**src/rtl/load_store_unit_if.sv**
```systemverilog
// Request/acknowledge data-bus bundle between the load/store unit (master) and memory (slave).
interface load_store_unit_if;
  logic        bus_req;
  logic        bus_we;
  logic [31:0] bus_addr;
  logic [31:0] bus_wdata;
  logic [3:0]  bus_be;
  logic        bus_ack;
  logic [31:0] bus_rdata;

  modport master (
    output bus_req, bus_we, bus_addr, bus_wdata, bus_be,
    input  bus_ack, bus_rdata
  );

  modport slave (
    input  bus_req, bus_we, bus_addr, bus_wdata, bus_be,
    output bus_ack, bus_rdata
  );
endinterface

```
**src/rtl/load_store_unit.sv**
```systemverilog
// Memory-access stage: byte/half/word loads and stores over a req/ack bus.
// Stalls the datapath until the access completes or times out.
module load_store_unit #(
  parameter int unsigned TIMEOUT_CYCLES = 255
) (
  input  logic        clk,
  input  logic        rst,
  input  logic        mem_read,
  input  logic        mem_write,
  input  logic [2:0]  funct3,
  input  logic [31:0] alu_result,
  input  logic [31:0] rd_final2,
  output logic        stall,
  output logic [31:0] load_data,
  output logic        lsu_fault,
  output logic        bus_timeout,
  load_store_unit_if.master bus
);

  typedef enum logic [1:0] {IDLE, REQ, DONE} state_e;

  localparam logic [15:0] CNT_LAST = 16'(TIMEOUT_CYCLES - 1);

  state_e      state_q;
  logic [15:0] cnt_q;
  logic        bus_req_q;
  logic        bus_we_q;
  logic [31:0] bus_addr_q;
  logic [31:0] bus_wdata_q;
  logic [3:0]  bus_be_q;
  logic [31:0] load_data_q;
  logic        bus_timeout_q;
  logic [2:0]  funct3_q;
  logic [1:0]  lane_q;

  logic        has_req;
  logic        f3_ok;
  logic        misaligned;
  logic        req_fault;
  logic [1:0]  lane;
  logic [31:0] wdata_d;
  logic [3:0]  be_d;
  logic [7:0]  rbyte;
  logic [15:0] rhalf;
  logic [31:0] load_fmt_d;

  always_comb begin
    lane       = alu_result[1:0];
    has_req    = mem_read | mem_write;
    // mem_write takes priority, so store legality applies when both are set
    f3_ok      = mem_write ? (funct3 inside {3'b000, 3'b001, 3'b010})
                           : (funct3 inside {3'b000, 3'b001, 3'b010, 3'b100, 3'b101});
    misaligned = ((funct3[1:0] == 2'b01) & alu_result[0]) |
                 ((funct3[1:0] == 2'b10) & (|alu_result[1:0]));
    req_fault  = has_req & (~f3_ok | misaligned);

    wdata_d = '0;
    be_d    = 4'b1111;
    if (mem_write) begin
      case (funct3[1:0])
        2'b00: begin
          wdata_d = {4{rd_final2[7:0]}};
          be_d    = 4'b0001 << lane;
        end
        2'b01: begin
          wdata_d = {2{rd_final2[15:0]}};
          be_d    = lane[1] ? 4'b1100 : 4'b0011;
        end
        default: begin
          wdata_d = rd_final2;
          be_d    = 4'b1111;
        end
      endcase
    end
  end

  always_comb begin
    case (lane_q)
      2'd0:    rbyte = bus.bus_rdata[7:0];
      2'd1:    rbyte = bus.bus_rdata[15:8];
      2'd2:    rbyte = bus.bus_rdata[23:16];
      default: rbyte = bus.bus_rdata[31:24];
    endcase
    rhalf = lane_q[1] ? bus.bus_rdata[31:16] : bus.bus_rdata[15:0];
    case (funct3_q)
      3'b000:  load_fmt_d = {{24{rbyte[7]}}, rbyte};
      3'b100:  load_fmt_d = {24'd0, rbyte};
      3'b001:  load_fmt_d = {{16{rhalf[15]}}, rhalf};
      3'b101:  load_fmt_d = {16'd0, rhalf};
      default: load_fmt_d = bus.bus_rdata;
    endcase
  end

  always_ff @(posedge clk or posedge rst) begin
    if (rst) begin
      state_q       <= IDLE;
      cnt_q         <= '0;
      bus_req_q     <= 1'b0;
      bus_we_q      <= 1'b0;
      bus_addr_q    <= '0;
      bus_wdata_q   <= '0;
      bus_be_q      <= '0;
      load_data_q   <= '0;
      bus_timeout_q <= 1'b0;
      funct3_q      <= '0;
      lane_q        <= '0;
    end else begin
      case (state_q)
        IDLE: begin
          bus_timeout_q <= 1'b0;
          if (has_req && !req_fault) begin
            bus_req_q   <= 1'b1;
            bus_we_q    <= mem_write;
            bus_addr_q  <= {alu_result[31:2], 2'b00};
            bus_wdata_q <= wdata_d;
            bus_be_q    <= be_d;
            funct3_q    <= funct3;
            lane_q      <= lane;
            cnt_q       <= '0;
            state_q     <= REQ;
          end
        end
        REQ: begin
          // an ack on the final wait cycle wins over the timeout
          if (bus.bus_ack) begin
            bus_req_q <= 1'b0;
            if (!bus_we_q) load_data_q <= load_fmt_d;
            state_q   <= DONE;
          end else if (cnt_q == CNT_LAST) begin
            bus_req_q     <= 1'b0;
            if (!bus_we_q) load_data_q <= '0;
            bus_timeout_q <= 1'b1;
            state_q       <= DONE;
          end else begin
            cnt_q <= cnt_q + 16'd1;
          end
        end
        DONE: begin
          bus_timeout_q <= 1'b0;
          state_q       <= IDLE;
        end
        default: state_q <= IDLE;
      endcase
    end
  end

  assign stall         = (state_q == REQ) | ((state_q == IDLE) & has_req & ~req_fault);
  assign lsu_fault     = (state_q == IDLE) & req_fault;
  assign load_data     = load_data_q;
  assign bus_timeout   = bus_timeout_q;
  assign bus.bus_req   = bus_req_q;
  assign bus.bus_we    = bus_we_q;
  assign bus.bus_addr  = bus_addr_q;
  assign bus.bus_wdata = bus_wdata_q;
  assign bus.bus_be    = bus_be_q;

endmodule
```
**src/flat_wrapper.sv**
```systemverilog
// flat-port wrapper written by rule: the top's interface ports become plain ports
module load_store_unit_flat 
#(
  parameter int unsigned TIMEOUT_CYCLES = 255
)
  (clk, rst, mem_read, mem_write, funct3, alu_result, rd_final2, stall, load_data, lsu_fault, bus_timeout, bus_bus_req, bus_bus_we, bus_bus_addr, bus_bus_wdata, bus_bus_be, bus_bus_ack, bus_bus_rdata);
  load_store_unit_if bus_i ();
  input  logic clk;
  input  logic rst;
  input  logic mem_read;
  input  logic mem_write;
  input  logic [2:0] funct3;
  input  logic [31:0] alu_result;
  input  logic [31:0] rd_final2;
  output logic stall;
  output logic [31:0] load_data;
  output logic lsu_fault;
  output logic bus_timeout;
  output wire logic [$bits(bus_i.bus_req)-1:0] bus_bus_req;
  output wire logic [$bits(bus_i.bus_we)-1:0] bus_bus_we;
  output wire logic [$bits(bus_i.bus_addr)-1:0] bus_bus_addr;
  output wire logic [$bits(bus_i.bus_wdata)-1:0] bus_bus_wdata;
  output wire logic [$bits(bus_i.bus_be)-1:0] bus_bus_be;
  input wire logic [$bits(bus_i.bus_ack)-1:0] bus_bus_ack;
  input wire logic [$bits(bus_i.bus_rdata)-1:0] bus_bus_rdata;
  assign bus_bus_req = bus_i.bus_req;
  assign bus_bus_we = bus_i.bus_we;
  assign bus_bus_addr = bus_i.bus_addr;
  assign bus_bus_wdata = bus_i.bus_wdata;
  assign bus_bus_be = bus_i.bus_be;
  assign bus_i.bus_ack = bus_bus_ack;
  assign bus_i.bus_rdata = bus_bus_rdata;
  load_store_unit #(.TIMEOUT_CYCLES(TIMEOUT_CYCLES)) u_core (.clk(clk), .rst(rst), .mem_read(mem_read), .mem_write(mem_write), .funct3(funct3), .alu_result(alu_result), .rd_final2(rd_final2), .stall(stall), .load_data(load_data), .lsu_fault(lsu_fault), .bus_timeout(bus_timeout), .bus(bus_i));
endmodule
```
**config.mk**
```make
export PLATFORM = sky130hd
export DESIGN_NAME = load_store_unit_flat
export DESIGN_NICKNAME = d
export VERILOG_FILES = /design/src/rtl/load_store_unit_if.sv /design/src/rtl/load_store_unit.sv /design/src/flat_wrapper.sv
export SDC_FILE = /design/constraint.sdc
export NUM_CORES = 1
export LEC_CHECK = 0
export CORE_MARGIN = 5
export CORE_UTILIZATION = 35
export DETAILED_ROUTE_END_ITERATION = 10
export PLACE_DENSITY = 0.67
export SYNTH_ARGS = -nofsm -noshare
export SYNTH_HDL_FRONTEND = slang
export SYNTH_SLANG_ARGS = --single-unit
```
**constraint.sdc**
```tcl
create_clock -name clk -period 3.9 [get_ports clk]
set_clock_uncertainty 0.05 [all_clocks]
set_input_delay 0.78 -clock clk [delete_from_list [all_inputs] [get_ports clk]]
set_output_delay 0.78 -clock clk [all_outputs]
set_load 0.01 [all_outputs]
```
==> flow_summary.ini, run 1 <==
[place]
pre_cts_slack_ns = 0.0969
hpwlAfterDp_mm = 12.4
placed_area_um2 = 8260
io_buffers = 206
dp.cells = 1027
gp_congestion = 0.822

[clocking]
root_buffer = clkbuf_16
cts.sinks = 124
post-cts-setup-buffer-count = 0
clock_latency_ns = 0.42
cts_inserted_buffers = 17
cts_resized = 0
clk_pin_slew_ns = 0.06
cts_hold_buf = 0
ctsLongestPathBuffers = 2
h-tree-depth = 4
cts_tree = built

[hold_path]
hold_class = reg2reg
hold_start = u_core.bus.bus_wdata[17]$_DFFE_PP0P_
holdPathStages = 2
min_to = u_core.bus.bus_wdata[17]$_DFFE_PP0P_

[critical_path]
cp.required_ns = 3.07
reg2reg_from = u_core.lane_q[1]$_DFFE_PP0P_
cp_data_arrival_time_ns = 2.96
reg2reg_depth = 4
endpoint_kind = output pin
path_class = in2out
reg2reg_to = u_core.load_data[8]$_DFFE_PP0P_
critical_path.max_fanout = 3
critPathLaunchType = primary input
reg2reg_setup_slack_ns = 1.44

[floorplan]
io_pins = 209
die_y_um = 141
die-area_um2 = 19800
die_x_um = 141
core_area_um2 = 16700
start_util_pct = 35.8
num_rows = 47

[drt]
detail-route-antenna-nets = 0
met1_length_mm = 7.74
drcViolationCount = 0
met3WireLength_mm = 1.99
top_layer = met5
wirelength_mm = 18.0
vias = 5314
initialDrtViolationCount = 290
drt-pass1-iter-count = 9
wl_met2_mm = 8.08
routedWlPerCell_um = 17.0
viasPerCell = 5.02

[sta]
layout_setup_ws_ns = 0.109
period_minus_slack_ns = 3.79
rsz0062_at_grt = no
slew_viol_final = 0
slew_headroom_pct = 36.8
hold_ws_ns = 0.412
setup_viol = 0
period_share_pct = 97.2
hold_violations = 0
tightest_slew_ns = 0.948
fin_tns_setup_ns = 0
clock.fmax_ghz = 0.264

[yosys]
netlist_area_um2 = 5980
synth_edf_count = 0
yosys_warnings = 0
synthArstFlopShare_pct = 100
synthFlopType = dfrtp_1
yosysSeqAreaShare_pct = 51.9
syn_inst = 628
post_synth.cell_area_avg_um2 = 9.53
ys_ff_latch = 124
synth_cell_type_count = 48

[grt]
gr-usage-all-layers_pct = 18.4
grt_overflow_total = 0
grt_max_degree = 125
grt_pass1_wl_mm = 28.9
antenna_found_initial = 1
first_global_vias = 5360

[outcome]
status = finished, final reports clean

[power_and_ir_drop]
p_per_area_nw_per_um2 = 627
vdd_drop_max_v = 0.000294
power_leakage_uw = 0.00384

[cells_and_area]
final_cells = 1059
layout-drive-gt1-share_pct = 9.30
area_delta_synth_final_pct = 48.7
postLayoutCellArea_um2 = 8900
n_antenna_cell = 0
nNetsFinal = 932

[flow_run]
drv_cap = 0
[Yosys cell counts, types with 2 or more instances]
master	instances	area, um2
mux2i_1	20	200
o31ai_1	8	60.1
mux2_2	19	214
o211ai_1	8	60.1
or4_1	9	67.6
buf_4	4	30.0
nor3b_1	2	15.0
nor2b_1	2	12.5
nor4_1	3	18.8
buf_6	5	56.3
o22ai_1	3	18.8
o21ai_0	39	195
nand4_1	4	25.0
or3_1	9	56.3
inv_1	11	41.3
o2bb2ai_1	6	52.6
buf_2	10	50.1
nand3_1	20	100
clkbuf_1	24	90.1
or2_2	2	12.5
nand2b_1	29	181
ha_1	2	25.0
nor2_1	9	33.8
dfrtp_1	124	3100
a21oi_1	23	115
a32o_1	24	240
nand2_1	187	702
a22o_1	2	17.5
[through the flow]
stage	utilization, %	total power, uW
finish	53.3	5580
global route	53.3	5920
CTS	53.3	5660
detailed placement	49.5	3930
global placement	49.5	3910
floorplan	-	2810
[metal layers]
layer	GRT usage, %	up-vias
li1	-	2581
met1	23.3	2541
met2	28.1	175
met3	9.08	15
met4	4.95	2
met5	0	-
[worst max-delay path: stages]
cell and delay (ns):
clkdlybuf4s50_1 0.54, or4_4 0.47, a2111o_2 0.52, nand2_1 0.08, clkdlybuf4s50_1 0.56
[report_power, final]
| part | total, uW | leakage, uW | switching (uW) | internal (uW) |
|---|---|---|---|---|
| combinational | 1930 | 0.00195 | 858 | 1070 |
| clock | 1690 | 0.000303 | 607 | 1090 |
| sequential | 1960 | 0.00159 | 274 | 1680 |
| total | 5580 | 0.00384 | 1740 | 3840 |
[cells by family after synthesis]
family | after synthesis | synth area share, %
buffers and inverters | 56 | 4.60
other | 1 | 0.0627
XOR/XNOR | 1 | 0.146
AO/OA/AOI/OAI | 122 | 14.2
multiplexers | 40 | 7.30
AND/OR/NAND/NOR | 282 | 21.4
flip-flops | 124 | 51.9
adder cells (fa/ha/maj) | 2 | 0.418
[state kept, by name, summed over array words and instances (netlist names)]
signal,count
u_core.lane_q,2
u_core.bus.bus_be,4
u_core.bus.bus_addr,30
u_core.bus.bus_req,1
u_core.bus.bus_we,1
u_core.funct3_q,3
u_core.bus.bus_wdata,32
u_core.load_data,32
u_core.state_q,2
u_core.cnt_q,16
u_core.bus_timeout,1
[final cells by class]
class	instances	area [um2]
Fill cell	1543	7800
Tap cell	220	275
Timing Repair Buffer	222	2210
Clock buffer	18	439
Sequential cell	124	3100
Multi-Input combinational cell	449	2630
Clock inverter	14	193
Inverter	12	48.8
[how the worst max path moves through the flow]
stage / start / endpoint / slack, ns / depth (start not counted)
final: funct3[2] / stall / 0.11 / 5
after detailed placement: funct3[2] / stall / 0.1 / 5
after global routing: funct3[2] / stall / 0.07 / 5
after floorplan: funct3[0] / stall / 0.85 / 6
after CTS: funct3[2] / stall / 0.09 / 5
after global placement: funct3[2] / stall / 0.10 / 5
[cells in the final DEF (no fill, tap or decap), drive strengths merged, types with 10 or more instances in the layout]
cell and instances:
a21oi 23, a32o 24, buf 16, clkbuf 18, clkdlybuf4s50 206, dfrtp 124, inv 12, mux2 19
mux2i 20, nand2 187, nand2b 29, nand3 20, o21ai 40, or4 10
Note: power is estimated with default switching activity, not from simulation.
==> run 2, diff against run 1 <==
--- a/config.mk
+++ b/config.mk
@@ -12,3 +12,4 @@
 export SYNTH_ARGS = -nofsm -noshare
 export SYNTH_HDL_FRONTEND = slang
 export SYNTH_SLANG_ARGS = --single-unit
+export TNS_END_PERCENT = 50
==> results of run 2 <==
Same layout as run 1: the final DEF is identical, and so are final timing and power.
